File: src/rtl/wide_adder_sequencer.sv
// rtl/wide_adder_sequencer.sv - slices a wide add into 16-bit steps through one external adder
module wide_adder_sequencer #(
  parameter int WORDS = 4
) (
  input  logic                Clock_In,
  input  logic                Reset_In,
  input  logic                Start_In,
  input  logic [16*WORDS-1:0] Data_A_In,
  input  logic [16*WORDS-1:0] Data_B_In,
  input  logic                Carry_In,
  output logic                Busy_Out,
  output logic                Done_Out,
  output logic [16*WORDS-1:0] Sum_Out,
  output logic                Carry_Out,
  output logic                Overflow_Out,
  output logic [15:0]         Slice_A_Out,
  output logic [15:0]         Slice_B_Out,
  output logic                Slice_Carry_Out,
  input  logic [15:0]         Slice_Sum_In,
  input  logic                Slice_Carry_In
);

  localparam int W  = 16 * WORDS;
  localparam int IW = $clog2(WORDS + 1);

  typedef enum logic [1:0] {IDLE, RUN, DONE} state_t;

  state_t        state;
  logic [W-1:0]  a_q;
  logic [W-1:0]  b_q;
  logic          carry_q;
  logic [IW-1:0] idx;
  logic          last;

  assign last = (idx == IW'(WORDS - 1));

  // The external adder is combinational, so slices are steered straight from the latched operands.
  always_comb begin
    Slice_A_Out     = '0;
    Slice_B_Out     = '0;
    Slice_Carry_Out = 1'b0;
    if (state == RUN) begin
      Slice_Carry_Out = carry_q;
      for (int j = 0; j < WORDS; j++) begin
        if (idx == IW'(j)) begin
          Slice_A_Out = a_q[16*j +: 16];
          Slice_B_Out = b_q[16*j +: 16];
        end
      end
    end
  end

  always_ff @(posedge Clock_In) begin
    if (Reset_In) begin
      state        <= IDLE;
      a_q          <= '0;
      b_q          <= '0;
      carry_q      <= 1'b0;
      idx          <= '0;
      Busy_Out     <= 1'b0;
      Done_Out     <= 1'b0;
      Sum_Out      <= '0;
      Carry_Out    <= 1'b0;
      Overflow_Out <= 1'b0;
    end else begin
      Done_Out <= 1'b0;
      case (state)
        RUN: begin
          for (int j = 0; j < WORDS; j++) begin
            if (idx == IW'(j)) Sum_Out[16*j +: 16] <= Slice_Sum_In;
          end
          carry_q <= Slice_Carry_In;
          idx     <= idx + 1'b1;
          if (last) begin
            state        <= DONE;
            Busy_Out     <= 1'b0;
            Done_Out     <= 1'b1;
            Carry_Out    <= Slice_Carry_In;
            Overflow_Out <= (a_q[W-1] == b_q[W-1]) && (Slice_Sum_In[15] != a_q[W-1]);
          end
        end
        // IDLE and DONE both accept a new request; results are left to be overwritten slice by slice.
        default: begin
          if (Start_In) begin
            state    <= RUN;
            a_q      <= Data_A_In;
            b_q      <= Data_B_In;
            carry_q  <= Carry_In;
            idx      <= '0;
            Busy_Out <= 1'b1;
          end else begin
            state <= IDLE;
          end
        end
      endcase
    end
  end

endmodule

File: config.mk
export PLATFORM = sky130hd
export DESIGN_NAME = wide_adder_sequencer
export DESIGN_NICKNAME = d
export VERILOG_FILES = /design/src/rtl/wide_adder_sequencer.sv
export SDC_FILE = /design/constraint.sdc
export NUM_CORES = 1
export LEC_CHECK = 0
export CAP_MARGIN = 20
export CELL_PAD_IN_SITES_DETAIL_PLACEMENT = 1
export CELL_PAD_IN_SITES_GLOBAL_PLACEMENT = 2
export CORE_ASPECT_RATIO = 0.8
export CORE_UTILIZATION = 30
export CTS_BUF_LIST = sky130_fd_sc_hd__clkbuf_8
export DETAILED_ROUTE_END_ITERATION = 6
export HOLD_SLACK_MARGIN = 0.05
export PLACE_DENSITY = 0.95
export RECOVER_POWER = 100
export SYNTH_ARGS = -nofsm -noshare
export SYNTH_HDL_FRONTEND = slang
export SYNTH_SLANG_ARGS = --single-unit
File: constraint.sdc
create_clock -name Clock_In -period 5.9 [get_ports Clock_In]
set_clock_uncertainty 0.15 [all_clocks]
set_input_delay 1.18 -clock Clock_In [delete_from_list [all_inputs] [get_ports Clock_In]]
set_output_delay 1.18 -clock Clock_In [all_outputs]
set_load 0.03 [all_outputs]
### After elaboration in Yosys (flattened, before gate mapping)

Index checks and enable logic that the tools add are counted.

| cells by class | value |
|---|---|
| bitwise operators | 1 |
| equality and inequality tests | 7 |
| muxes and demuxes | 22 |
| $add $sub $neg | 1 |
| reduce and logical (&&, ||, !) cells | 10 |

Operator list:

| cell | number |
|---|---|
| 2-to-1 mux 16 bit | 10 |
| AND reduction 2 bit | 6 |
| 2-to-1 mux 1 bit | 8 |
| == test 3 x 2 -> 1 bit (second input constant) | 2 |
| 2-to-1 mux 3 bit | 2 |
| 2-to-1 mux 2 bit | 2 |
| adder 3 x 1 -> 3 bit (second input constant) | 1 |
| == test 3 x 1 -> 1 bit (second input constant) | 1 |
| zero test 3 bit | 1 |
| == test 2 x 1 -> 1 bit (second input constant) | 1 |
| != test 2 bit (second input constant) | 1 |
| nonzero test 2 bit | 1 |
| OR reduction 2 bit | 1 |
| == test 1 bit | 1 |
| logical AND 1 bit | 1 |
| != test 1 bit | 1 |
| inverter 1 bit | 1 |

| storage, ports and cells | value |
|---|---|
| flip-flop bits (word level) | 202 |
| word-level logic and storage cells | 54 |
| output and inout port bits | 101 |

### Logic depth before layout (Yosys ltp)

| logic depth | value |
|---|---|
| word-level depth | 6 |
| mapped depth | 8 |
| mapped depth without buffers | 5 |

### Least setup slack after synthesis

OpenSTA, ideal clock, no wires.

| timing path | value |
|---|---|
| path type | register to output |
| from | register idx[0] |
| to | output Slice_A_Out[15] |
| stages on the path, launching flop included | 6 |
| setup slack | 2,660 ps |
| required time | 4,570 ps |
| path buffers | 0 |
| data arrival time | 1,910 ps |
| cell sequence | dfxtp_1 -> ha_1 -> ha_1 -> nor4b_4 -> o21ai_0 -> o21ai_0 |

| on the way | value |
|---|---|
| elaborated cells on any way between the ends | 9 |
| classes of those cells | 3 x eq/ne; 5 x mux; 1 x reduce/logical |

RTL lines:

| element | RTL line | text |
|---|---|---|
| start, declared | 32 | `logic [IW-1:0] idx;` |
| start signal, assigned | 73 | `idx <= idx + 1'b1;` |
| == test 3 x 2 -> 1 bit | -- |  |
| via last | 33 | `logic last;` |
| 2-to-1 mux 16 bit | 45 | `if (idx == IW'(j)) begin` |
| 2-to-1 mux 16 bit | 42 | `if (state == RUN) begin` |
| end, declared | 16 | `output logic [15:0] Slice_A_Out,` |

The timed path passes the listed nets, and every way through them passes these cells.

### Final worst setup path

| timing path | value |
|---|---|
| from | register idx[1] |
| to | output Slice_B_Out[13] |

| on the way | value |
|---|---|
| cells in the longest elaborated chain, start to end | 6 |
| elaborated cells on any way between the ends | 9 |
| classes of those cells | 3 x eq/ne; 5 x mux; 1 x reduce/logical |

RTL lines:

| element | RTL line | text |
|---|---|---|
| zero test 3 bit | 45 |  |
| 2-to-1 mux 16 bit (3 in series) | 45 |  |
| 2-to-1 mux 16 bit * | 45 |  |
| 2-to-1 mux 16 bit * | 42 |  |
| end, declared | 17 | `output logic [15:0] Slice_B_Out,` |

Mark *: on every way between the ends. The rest lies on a longest branch, timed or not.

==> results.json <==
{
  "status": "finished, violations left",
  "violations": "capacitance limit, slew limit",
  "nets": 1411,
  "routedWlPerCell_microns": 20.15,
  "maxSlewHeadroom_pct": -96.66,
  "synthXorXnorAreaFrac_pct": 0,
  "syn_avg_cell_area_sq_um": 7.953,
  "arrival_ps": 4010,
  "crit_type": "flop to primary output",
  "clockRootBuffer": "clkbuf_8",
  "cts_resized": 0,
  "io-pin-count": 250,
  "worst_hold_slack_ps": 299.0,
  "ys_ff_latch": 202,
  "place_area_sq_um": 10920,
  "synthesis.nets": 1230,
  "syn_to_final_growth_pct": 36.37,
  "final_area_sq_um": 11670,
  "yosysWarnings": 0,
  "synth_top_family_by_area": "compound AO/OA/AOI/OAI gates",
  "ys_types": 32,
  "drt-met1-wl_mm": 15.15,
  "synth_edf_count": 0,
  "drive_above_1_share_pct": 5.612,
  "clock_path_buffers": 3,
  "htree_levels": 2,
  "slew_violations": 305,
  "leakage_nw": 4.213,
  "yosysTopAreaCell": "dfxtp_1",
  "cts_sinks": 202,
  "routed.top_layer": "met4",
  "synthFlopType": "dfxtp_1",
  "routed_via_density": 5.296,
  "antenna_found_initial": 3,
  "fin_crit_sh_pct": 90.54,
  "tightest_slew_ps": 2950,
  "grt_pass1_wl_mm": 50.84,
  "grt_overflow_total": 0,
  "met2_length_mm": 14.95,
  "tritoncts": "built",
  "num_rows": 54,
  "globalplace.congestion": 0.8383,
  "final-setup-viol-count": 0,
  "yosys-mux-area-fraction_pct": 0.2340,
  "period_minus_slack_ps": 5342,
  "endpoint_kind": "primary output",
  "vias": 8738,
  "grt_pass1_vias": 8783,
  "portBuffers": 249,
  "die_y_microns": 153.1,
  "fp.dieW_microns": 190.8,
  "syn_area_sq_um": 8557,
  "grt_use_total_pct": 22.03,
  "route.met3.wl_mm": 2.514,
  "ant_nets": 0,
  "hold_class": "flop to flop",
  "synth_compound_area_share_pct": 26.22,
  "async_flop_share_pct": 0,
  "clk_latency_ps": 550,
  "core_sq_um": 27630,
  "syn_inst": 1076,
  "netlist_top_cells_area": "dfxtp_1, a21oi_1, nand3_1, nand2_1, o21ai_0",
  "die-area_sq_um": 29210,
  "rsz0062_at_grt": "false",
  "critPathLaunchType": "flop",
  "yosysSeqAreaShare_pct": 47.26,
  "p_per_area_nw_per_um2": 283.2,
  "clkTransAtPathRegs_ps": 60,
  "crit_fanout": 35,
  "first_iter_violations": 547,
  "cts_setup_buffers": 0,
  "cts_buffers": 37,
  "synth-simple-area-share_pct": 17.27,
  "drc": 0,
  "drtPass1Iterations": 5,
  "grt_max_degree": 132,
  "synth.most_common_cell": "dfxtp_1",
  "maxCapViolCount": 5,
  "routed_wl_mm": 33.24,
  "hold_viol_final": 0,
  "cts_hold_buffers": 0,
  "synth_top_cells_by_count": "dfxtp_1, a21oi_1, nand2_1",
  "synth-adder-area-share_pct": 0.7311,
  "hpwlAfterDp_mm": 21.61,
  "fmax_mhz": 187.2,
  "synth_top_area_share_pct": 47.26,
  "initial_core_util_pct": 30.97,
  "ir_worst_vdd_uv": 124.0,
  "fin_setup_tns_ps": 0,
  "required_ps": 4570
}
-- kinds of logic (layout without fill, tap and decap cells) --
family	Yosys count	count (layout)
AOI/OAI and AO/OA	423	423
adders and majority gates	5	5
buffers and inverters	124	331
DFF	202	202
muxes	2	2
other	0	3
and+or+nand+nor	320	320
-- registers in the layout, indices dropped and copies added, names as in the netlist --
register      count
idx               3
Busy_Out          1
b_q              64
carry_q           1
Overflow_Out      1
Carry_Out         1
Sum_Out          64
state             2
a_q              64
Done_Out          1
-- layout by cell type, fill, tap and decap left out, types with 2 or more instances in the layout --
cell type,synthesis,final
inv_1,3,18
clkbuf_1,49,2
buf_4,6,10
o21ai_0,122,123
dfxtp_1,202,202
and4bb_2,3,2
a221oi_1,32,32
clkbuf_8,0,47
clkbuf_2,5,2
nand2_1,165,165
a21oi_1,197,197
dlygate4sd3_1,0,86
nor2b_4,1,2
mux2i_1,2,2
nand4bb_1,3,3
nand3_1,130,130
clkdlybuf4s50_1,0,161
nor2_1,6,6
diode_2,0,3
o21ai_1,70,69
nand2b_1,4,3
ha_1,5,5
-- layout make-up --
cell class	count	area, sq um
clock buffers	47	646.9
flip-flops and latches	202	4044
diodes	3	7.507
inverters	4	16.27
clock inverters	18	98.84
repair buffers	262	2580
fillers	3271	15970
well taps	364	455.4
multi-input cells	750	3820
-- where the power goes --
| group | internal, mW | switching, mW |
|---|---|---|
| sequential | 1.43 | 0.0401 |
| combinational | 0.193 | 0.275 |
| clock | 0.755 | 0.609 |
| total | 2.38 | 0.925 |
-- worst max-delay path, stage by stage (launching register included) --
cell	delay [ps]
dfxtp_1	340
inv_1	90
ha_1	1250
nor2b_4	470
a221oi_1	400
o21ai_1	170
dlygate4sd3_1	710
-- worst paths after layout --
check | slack, ps | to | cells past startpoint | startpoint
min | 300 | Sum_Out[3] | 2 | Sum_Out[3]
min reg2reg | 300 | Sum_Out[3] | 2 | Sum_Out[3]
max reg2reg | 2440 | Sum_Out[26] | 5 | idx[1]
max | 560 | Slice_B_Out[13] | 6 | idx[1]
-- layer usage --
metal	vias up	GRT usage, %
met4	0	5.676
met5	-	0
li1	4163	-
met1	4275	29.14
met2	257	35.02
met3	43	6.177
-- per-stage QoR --
step,utilization [%],power (mW),cells,worst slack (ps)
2_1_floorplan,-,1.765,1076,2660
3_3_place_gp,39.51,1.964,1581,1499
3_5_place_dp,39.51,1.974,1581,1450
4_1_cts,42.21,3.341,1646,884.6
5_1_grt,42.20,3.443,1647,368.9
6_report,42.23,3.305,1650,557.9
(Power assumes the default switching activity.)
